`config.mk`:
```
export PLATFORM = sky130hd
export DESIGN_NAME = alu_pipe_fu
export DESIGN_NICKNAME = d
export VERILOG_FILES = /design/src/rtl/alu_pipe_fu.sv
export SDC_FILE = /design/constraint.sdc
export NUM_CORES = 1
export LEC_CHECK = 0
export BUFFER_PORTS_ARGS = -buffer_cell sky130_fd_sc_hd__clkbuf_2
export CAP_MARGIN = 20
export CELL_PAD_IN_SITES_DETAIL_PLACEMENT = 2
export CELL_PAD_IN_SITES_GLOBAL_PLACEMENT = 2
export CORE_ASPECT_RATIO = 1.25
export CORE_MARGIN = 5
export CORE_UTILIZATION = 37
export DETAILED_ROUTE_END_ITERATION = 8
export GPL_ROUTABILITY_DRIVEN = 0
export HOLD_SLACK_MARGIN = 0.15
export PLACE_DENSITY = 0.89
export SYNTH_ARGS = -nofsm -noshare
export SYNTH_HDL_FRONTEND = slang
export SYNTH_SLANG_ARGS = --single-unit
```
`constraint.sdc`:
```
create_clock -name clock -period 2.6 [get_ports clock]
set_clock_uncertainty 0.2 [all_clocks]
set_input_delay 0.52 -clock clock [delete_from_list [all_inputs] [get_ports clock]]
set_output_delay 0.52 -clock clock [all_outputs]
set_load 0.02 [all_outputs]
```
`src/rtl/alu_pipe_fu.sv`:
```
// Pipelined integer ALU functional unit: operands are evaluated at issue, then
// carried with their destination tag through STAGES valid/ready-handshaked registers.
module alu_pipe_fu #(
  parameter int XLEN   = 32,
  parameter int STAGES = 2,
  parameter int TAG_W  = 6
) (
  input  logic                         clock,
  input  logic                         reset_n,
  input  logic                         squash,
  input  logic                         in_valid,
  output logic                         in_ready,
  input  logic [3:0]                   in_func,
  input  logic [XLEN-1:0]              in_opa,
  input  logic [XLEN-1:0]              in_opb,
  input  logic [TAG_W-1:0]             in_tag,
  output logic                         out_valid,
  input  logic                         out_ready,
  output logic [XLEN-1:0]              out_result,
  output logic [TAG_W-1:0]             out_tag,
  output logic                         out_illegal,
  output logic [$clog2(STAGES+1)-1:0]  occupancy
);

  localparam int SH_W  = $clog2(XLEN);
  localparam int OCC_W = $clog2(STAGES+1);

  typedef enum logic [3:0] {
    FN_ADD  = 4'd0,
    FN_SUB  = 4'd1,
    FN_AND  = 4'd2,
    FN_SLT  = 4'd3,
    FN_SLTU = 4'd4,
    FN_OR   = 4'd5,
    FN_XOR  = 4'd6,
    FN_SRL  = 4'd7,
    FN_SLL  = 4'd8,
    FN_SRA  = 4'd9
  } func_e;

  logic [SH_W-1:0]  shamt;
  logic [XLEN-1:0]  alu_res;
  logic             alu_ill;

  always_comb begin
    shamt   = in_opb[SH_W-1:0];
    alu_res = '0;
    alu_ill = 1'b0;
    case (in_func)
      FN_ADD:  alu_res = in_opa + in_opb;
      FN_SUB:  alu_res = in_opa - in_opb;
      FN_AND:  alu_res = in_opa & in_opb;
      FN_SLT:  alu_res = {{(XLEN-1){1'b0}}, $signed(in_opa) < $signed(in_opb)};
      FN_SLTU: alu_res = {{(XLEN-1){1'b0}}, in_opa < in_opb};
      FN_OR:   alu_res = in_opa | in_opb;
      FN_XOR:  alu_res = in_opa ^ in_opb;
      FN_SRL:  alu_res = in_opa >> shamt;
      FN_SLL:  alu_res = in_opa << shamt;
      FN_SRA:  alu_res = $unsigned($signed(in_opa) >>> shamt);
      default: alu_ill = 1'b1;
    endcase
  end

  logic [STAGES-1:0] stage_vld;

  for (genvar k = 0; k < STAGES; k++) begin : gen_stage
    logic             valid_q, valid_d;
    logic             ill_q, ill_d;
    logic [XLEN-1:0]  res_q, res_d;
    logic [TAG_W-1:0] tag_q, tag_d;
    logic             src_valid, src_ill, ld;
    logic [XLEN-1:0]  src_res;
    logic [TAG_W-1:0] src_tag;

    assign stage_vld[k] = valid_q;
    // The ready chain is flattened: a stage can load whenever the output drains
    // or any stage from here to the output holds a bubble.
    assign ld = out_ready || !(&stage_vld[STAGES-1:k]);

    if (k == 0) begin : g_src
      always_comb begin
        src_valid = in_valid && in_ready;
        src_ill   = alu_ill;
        src_res   = alu_res;
        src_tag   = in_tag;
      end
    end else begin : g_src
      always_comb begin
        src_valid = gen_stage[k-1].valid_q;
        src_ill   = gen_stage[k-1].ill_q;
        src_res   = gen_stage[k-1].res_q;
        src_tag   = gen_stage[k-1].tag_q;
      end
    end

    always_comb begin
      valid_d = valid_q;
      ill_d   = ill_q;
      res_d   = res_q;
      tag_d   = tag_q;
      if (squash) begin
        valid_d = 1'b0;
      end else if (ld) begin
        valid_d = src_valid;
        if (src_valid) begin
          ill_d = src_ill;
          res_d = src_res;
          tag_d = src_tag;
        end
      end
    end

    always_ff @(posedge clock or negedge reset_n) begin
      if (!reset_n) begin
        valid_q <= 1'b0;
        ill_q   <= 1'b0;
        res_q   <= '0;
        tag_q   <= '0;
      end else begin
        valid_q <= valid_d;
        ill_q   <= ill_d;
        res_q   <= res_d;
        tag_q   <= tag_d;
      end
    end
  end

  always_comb begin
    in_ready    = !squash && gen_stage[0].ld;
    out_valid   = gen_stage[STAGES-1].valid_q;
    out_result  = gen_stage[STAGES-1].res_q;
    out_tag     = gen_stage[STAGES-1].tag_q;
    out_illegal = gen_stage[STAGES-1].ill_q;
  end

  logic [OCC_W-1:0] occ_q, occ_d;
  logic             accept, retire;

  always_comb begin
    accept = in_valid && in_ready;
    retire = out_valid && out_ready && !squash;
    occ_d  = occ_q;
    if (squash) begin
      occ_d = '0;
    end else if (accept && !retire) begin
      occ_d = occ_q + OCC_W'(1);
    end else if (retire && !accept) begin
      occ_d = occ_q - OCC_W'(1);
    end
  end

  always_ff @(posedge clock or negedge reset_n) begin
    if (!reset_n) begin
      occ_q <= '0;
    end else begin
      occ_q <= occ_d;
    end
  end

  assign occupancy = occ_q;

endmodule

```
==> flow_metrics.tcl, run 1 <==
set metrics [dict create \
    yosys_register_bits 82 \
    status "aborted with a tool error" \
    io_pins 122 \
    syn_area_per_cell_sq_um 7.93 \
    io_buffer_count 121 \
    ys_warn_count 0 \
    die_w_um 170 \
    haltStage "detailed placement" \
    synth_cell_types 88 \
    synth_edf_count 0 \
    start_util 0.374 \
    syn_area_sq_mm 0.0119 \
    rows 73 \
    ys.flop_type "dfrtp_1" \
    hpwlAfterDp_um 73100 \
    syn_nets 1679 \
    yosysTopAreaCellShare 0.172 \
    synthTopCellsByArea "dfrtp_1 17%, mux4_2 10%, ha_1 10%, nor2_1 5.5%, a21oi_1 5.4%" \
    yosysTopAreaCell "dfrtp_1" \
    ys_seq_area_frac 0.172 \
    fp.dieH_um 210 \
    synthCells 1501 \
    error "[ERROR DPL-0033] detailed placement checks failed during check placement." \
    async_reset_ff_frac 1.00 \
]
-- logic make-up after synthesis --
kind of cell,after synthesis,share of synthesized area
AO/OA/AOI/OAI,506,0.284
XOR/XNOR,6,0.00442
adder cells (fa/ha/maj),99,0.105
buffers and inverters,218,0.0760
flip-flops,82,0.172
multiplexers,147,0.192
AND/OR/NAND/NOR,443,0.166
-- cell usage after synthesis (23+ instances only) --
library cell and n:
o211ai_1 25, ha_1 97, inv_1 108, mux4_2 54, o22ai_1 23, mux2i_1 38, a21oi_1 128, nand2_1 145
dfrtp_1 82, nor2_1 175, mux2_2 49, o21ai_0 94, clkbuf_1 75
-- metrics by stage --
stage,std cells,TNS (ps),hold slack (ps),cell area (sq um)
global placement,2451,-22400,253,17000
floorplan,1501,-8350,24.4,12400
==> run 2: changes to the inputs <==
- CELL_PAD_IN_SITES_DETAIL_PLACEMENT: 2 -> default
- CELL_PAD_IN_SITES_GLOBAL_PLACEMENT: 2 -> default
- CORE_ASPECT_RATIO: 1.25 -> default
- CORE_UTILIZATION: 37 -> 36
- HOLD_SLACK_MARGIN: 0.15 -> default
- PLACE_DENSITY: 0.89 -> default
- PLACE_DENSITY_LB_ADDON: default -> 0.15
==> run 2 against run 1 <==
- the flow now finishes, with violations (setup timing)
- synthesized cell count unchanged
- area after synthesis unchanged
==> flow_metrics.tcl, run 2 <==
set metrics [dict create \
    routed_wl_um 58500 \
    postRouteAntennaNets 0 \
    final_cell_mix "522 x buf_4, 156 x nor2_1, 142 x nand2_1" \
    ys_warn_count 0 \
    grt_pass1_wl_um 87800 \
    start_util 0.365 \
    criticalPathCategory "in -> reg" \
    worstHoldEndpoint "gen_stage[0].tag_q[4]" \
    drc 0 \
    clockRootBuffer "clkbuf_16" \
    synthCells 1501 \
    ys_seq_area_frac 0.172 \
    rsz0062_at_grt "true" \
    area_delta_synth_final_pct 61.2 \
    p_comb_frac 0.565 \
    yosysTopAreaCellShare 0.172 \
    synth_edf_count 0 \
    leakage_nw 8.78 \
    setup_slack_ps -489 \
    hold_viol 0 \
    antenna_found_initial 0 \
    max_slew_margin 0.576 \
    cts.clk_slew.worst_paths_ps 70 \
    critPathArrivalTime_ps 3110 \
    core_area_sq_mm 0.0326 \
    status "complete, but fails checks" \
    final-setup-viol-count 32 \
    io_pins 122 \
    crit_fanout 6 \
    swShare 0.398 \
    reg2reg_setup_slack_ps 120 \
    regArea_sq_mm 0.00205 \
    die_w_um 192 \
    synth_most_common_cell "nor2_1" \
    syn_area_sq_mm 0.0119 \
    gr-usage-all-layers 0.309 \
    final_area_sq_mm 0.0192 \
    fill_cells 2945 \
    syn_area_per_cell_sq_um 7.93 \
    netlist_top_cells_count "175 x nor2_1, 145 x nand2_1, 128 x a21oi_1" \
    insertedDiodeCount 0 \
    min_from "in_tag[4]" \
    cp_cell_sequence "buf_12, buf_12, buf_12, buf_6, mux4_2, mux4_2, a221oi_4, a31oi_4, a2111oi_4, buf_4, o21ai_2" \
    h-tree-depth 3 \
    drv_cap 0 \
    fp.dieH_um 192 \
    cp_common_cell "buf_12" \
    drt-pass1-iter-count 8 \
    hpwlAfterDp_um 46200 \
    drt-initial-drc-count 2052 \
    ys.flop_type "dfrtp_1" \
    rows 66 \
    grt_start_max_net_pins 69 \
    ir_drop_uv 315 \
    slew_viol_final 0 \
    synth_cell_types 88 \
    grt_pass1_vias 14600 \
    p_switching_mw 2.86 \
    multi_input_area_sq_mm 0.0104 \
    clock_latency_ps 340 \
    final_cells 2536 \
    seq_power_share 0.223 \
    max_freq_mhz 324 \
    slowest_stage "mux4_2" \
    cpPeakStageDelay_ps 540 \
    clkPwrFrac 0.212 \
    holdPathStages 3 \
    hp-class "in -> reg" \
    async_reset_ff_frac 1.00 \
    syn_nets 1679 \
    crit_path_end_kind "flip-flop" \
    vias_per_cell 5.97 \
    required_ps 2620 \
    io_buffer_count 121 \
    synthTopCellsByArea "dfrtp_1 17%, mux4_2 10%, ha_1 10%, nor2_1 5.5%, a21oi_1 5.4%" \
    fin_crit_sh 1.19 \
    p_int_mw 4.31 \
    drive_gt1_frac 0.503 \
    numCtsBuffers 9 \
    r2r-end "gen_stage[0].res_q[31]" \
    min_period_ps 3090 \
    cts_tree "done" \
    rr_worst_depth 9 \
    placed_area_sq_mm 0.0170 \
    cp_num_buf_inv 5 \
    yosysTopAreaCell "dfrtp_1" \
    violations "setup timing" \
    p_per_area_mw_per_mm2 374 \
    final_common_cell "buf_4" \
    layout.nets 2267 \
    tightest_slew_ps 635 \
    clkSinkCount 82 \
    dp.cells 2481 \
    via_count 15100 \
    die_area_sq_mm 0.0368 \
    timing.rr.start "out_valid" \
    wl_per_cell_um 23.1 \
    yosys_register_bits 82 \
    cts_buffer_depth 2 \
    start_kind "input pin" \
    grt_overflow 0 \
    crit_family "multiplexers" \
]
## run 2: cell families (layout without fill, tap and decap cells)
group           count (synthesis)  count (layout)  synth area share
compound gates                506             506             0.284
simple gates                  443             443             0.166
buf+inv                       218             811            0.0760
mux                           147             147             0.192
fa+ha+maj                      99              99             0.105
flops                          82              82             0.172
xor+xnor                        6               6           0.00442
## run 2: power by group through the flow
stage / registers, mW / logic, mW / clock network (mW)
floorplan: 1.74 / 1.66 / 0
global placement: 1.61 / 3.44 / 0
detailed placement: 1.63 / 3.47 / 0
CTS: 1.60 / 3.80 / 1.55
global route: 1.62 / 4.28 / 1.61
finish: 1.60 / 4.05 / 1.52
## run 2: final cells by class
class                           instances  share of cell area
Clock inverter                          7             0.00666
Tap cell                              442              0.0288
Sequential cell                        82               0.107
Timing Repair Buffer                  684               0.275
Inverter                              111              0.0256
Multi-Input combinational cell       1201               0.545
Clock buffer                            9              0.0117
## run 2: per-layer routing
layer	track usage	wire length (um)	share of wire	vias to the layer above
li1	-	-	-	6783
met1	0.430	24100	0.41	7208
met2	0.469	25100	0.43	996
met3	0.0672	6530	0.11	162
met4	0.122	2690	0.046	0
met5	0	0	0	-
## run 2: worst min-delay path, stage by stage
cell and delay, ps:
clkbuf_2 80, nand2_1 40, nand2_1 40
## run 2: worst max-delay path by stage
stage,from,to,slack (ps),cells past startpoint
2_1_floorplan,in_opb[3],gen_stage[0].res_q[27],-700,14
3_3_place_gp,in_opb[6],gen_stage[0].res_q[15],-990,12
3_5_place_dp,in_opb[6],gen_stage[0].res_q[27],-1070,12
4_1_cts,in_opa[0],gen_stage[0].res_q[22],-440,15
5_1_grt,in_opb[0],gen_stage[0].res_q[3],-500,11
6_report,in_opb[0],gen_stage[0].res_q[3],-490,11
## run 2: stage by stage
| step | setup WS, ps | TNS [ps] | power, mW | util | hold slack, ps |
|---|---|---|---|---|---|
| floorplan | -696 | -8350 | 3.41 | - | 24.4 |
| global placement | -993 | -25080 | 5.05 | 0.521 | 253 |
| detailed placement | -1070 | -26100 | 5.09 | 0.521 | 263 |
| CTS | -437 | -8820 | 6.95 | 0.570 | 163 |
| global route | -497 | -11230 | 7.51 | 0.588 | 170 |
| finish | -489 | -9360 | 7.17 | 0.588 | 174 |
## run 2: what timing repair did
item / in CTS / in global routing
buffers inserted: 37 / 12
hold buffers: 1 / 0
setup endpoints to repair: 31 / 32
cloned: 1 / 0
hold endpoints to repair: 35 / 0
resized for setup: 220 / 122
pin swaps: 101 / 76
No activity file was read; power rests on OpenSTA's default activity.
==> run 3: changes to the inputs <==
- clock period: 2.6 -> 3.98 ns (I/O delays scaled with it)
==> run 3 against run 2 <==
- the flow now finishes without violations
- first-iteration DRC count is 32% lower
- clock power is 43% lower
- total power is 48% lower
- combinational power is 54% lower
- largest cell class unchanged
==> flow_metrics.tcl, run 3 (synthesis gave the netlist of run 2 again) <==
set metrics [dict create \
    fill_cells 3348 \
    final-setup-viol-count 0 \
    vias_per_cell 6.13 \
    cp_cell_sequence "buf_4, buf_12, buf_4, mux4_2, mux4_2, a221oi_1, a21oi_1, a2111oi_1, buf_4, o21ai_1" \
    cts_tree "done" \
    h-tree-depth 3 \
    die_area_sq_mm 0.0368 \
    rows 66 \
    required_ps 3990 \
    status "finished, final reports clean" \
    place_ws_ps -104 \
    clock_latency_ps 330 \
    cts_buffer_depth 2 \
    tightest_slew_ps 1050 \
    drt-pass1-iter-count 5 \
    via_count 13100 \
    grt_pass1_vias 12300 \
    clockRootBuffer "clkbuf_16" \
    core_area_sq_mm 0.0326 \
    cts_setup_buffers 0 \
    io_buffer_count 121 \
    grt_start_max_net_pins 63 \
    max_slew_margin 0.303 \
    gr-usage-all-layers 0.267 \
    leakage_nw 6.43 \
    antenna_found_initial 0 \
    cpPeakStageDelay_ps 720 \
    clkSinkCount 82 \
    final_cells 2133 \
    fp.dieH_um 192 \
    critPathArrivalTime_ps 3810 \
    die_w_um 192 \
    numCtsBuffers 9 \
    cp_num_buf_inv 4 \
    drv_cap 0 \
    crit_path_end_kind "flip-flop" \
    dp.cells 2117 \
    grt_overflow 0 \
    hp-class "in -> async" \
    insertedDiodeCount 0 \
    crit_fanout 25 \
    placed_area_sq_mm 0.0139 \
    drc 0 \
    drt-initial-drc-count 1396 \
    cts_hold_buffers 0 \
    slew_viol_final 0 \
    final_util 0.434 \
    routed_wl_um 50900 \
    power_mw 3.76 \
    criticalPathCategory "in -> reg" \
    rsz0062_at_grt "false" \
    hpwlAfterDp_um 40500 \
    setup_slack_ps 180 \
    start_util 0.365 \
    max_freq_mhz 263 \
    final_area_sq_mm 0.0142 \
    crit_family "compound AO/OA/AOI/OAI gates" \
    slowest_stage "a2111oi_1" \
    area_delta_synth_final_pct 19.1 \
    cts.clk_slew.worst_paths_ps 60 \
    io_pins 122 \
    cts-resized-gates 0 \
    final_cell_mix "175 x nor2_1, 158 x buf_4, 144 x nand2_1" \
    p_per_area_mw_per_mm2 265 \
    layout.nets 1864 \
    fin_crit_sh 0.955 \
    hold_viol 0 \
    start_kind "input pin" \
    wl_per_cell_um 23.8 \
    final_common_cell "nor2_1" \
    drive_gt1_frac 0.251 \
    ir_drop_uv 190 \
    cp_common_cell "buf_4" \
    min_period_ps 3800 \
    postRouteAntennaNets 0 \
    grt_pass1_wl_um 75800 \
]
==> run 3: cell count changes in the layout (fill, tap and decap cells not counted), sizes merged <==
cell         change
clkinvlp         +2
clkbuf           +4
buf            -405
dlygate4sd3      -1
bufinv           -2
clkinv           -1
==> run 3: cell type report <==
cell class	instances	area [sq um]	share of cell area
Timing Repair Buffer	281	1860	0.131
Sequential cell	82	2050	0.145
Clock inverter	6	71.3	0.00503
Clock buffer	10	239	0.0169
Multi-Input combinational cell	1201	8970	0.633
Tap cell	442	553	0.0390
Inverter	111	417	0.0294
==> run 3: final timing paths <==
check,start,to,slack (ps),cells after the start
min in group clock,gen_stage[0].tag_q[1],gen_stage[0].tag_q[1],270,2
worst max-delay path,in_opb[0],gen_stage[0].res_q[6],180,10
max in group asynchronous,reset_n,out_result[28],2600,2
worst max register to register,out_valid,gen_stage[0].res_q[31],1160,9
worst min-delay path,reset_n,out_result[8],260,1
worst min register to register,gen_stage[0].tag_q[1],gen_stage[0].tag_q[1],270,2
==> run 3: metrics by stage <==
step	TNS, ps	hold WS [ps]
final	0	255
after global routing	0	294
after CTS	0	264
after detailed placement	-127	263
after global placement	-129	253
after floorplan	0	242
==> run 3: where the power goes <==
part           switching [mW]  internal [mW]  total (mW)  leakage [nW]
Combinational            1.12          0.742        1.86          5.20
Clock                   0.351          0.509       0.860         0.146
Sequential             0.0781          0.963        1.04          1.08
Total                    1.54           2.21        3.76          6.43
==> run 3: metal layers <==
| layer | GRT usage | up-vias | share of wire |
|---|---|---|---|
| li1 | - | 5978 | - |
| met1 | 0.385 | 6340 | 0.44 |
| met2 | 0.410 | 678 | 0.44 |
| met3 | 0.0445 | 87 | 0.093 |
| met4 | 0.0820 | 0 | 0.032 |
| met5 | 0 | - | 0 |
==> run 3: worst reg2reg max path: cells and delay by family, from the launching register on <==
kind            cells  cell delay (ps)
compound gates      5             1350
simple gates        4              730
flops               1              410
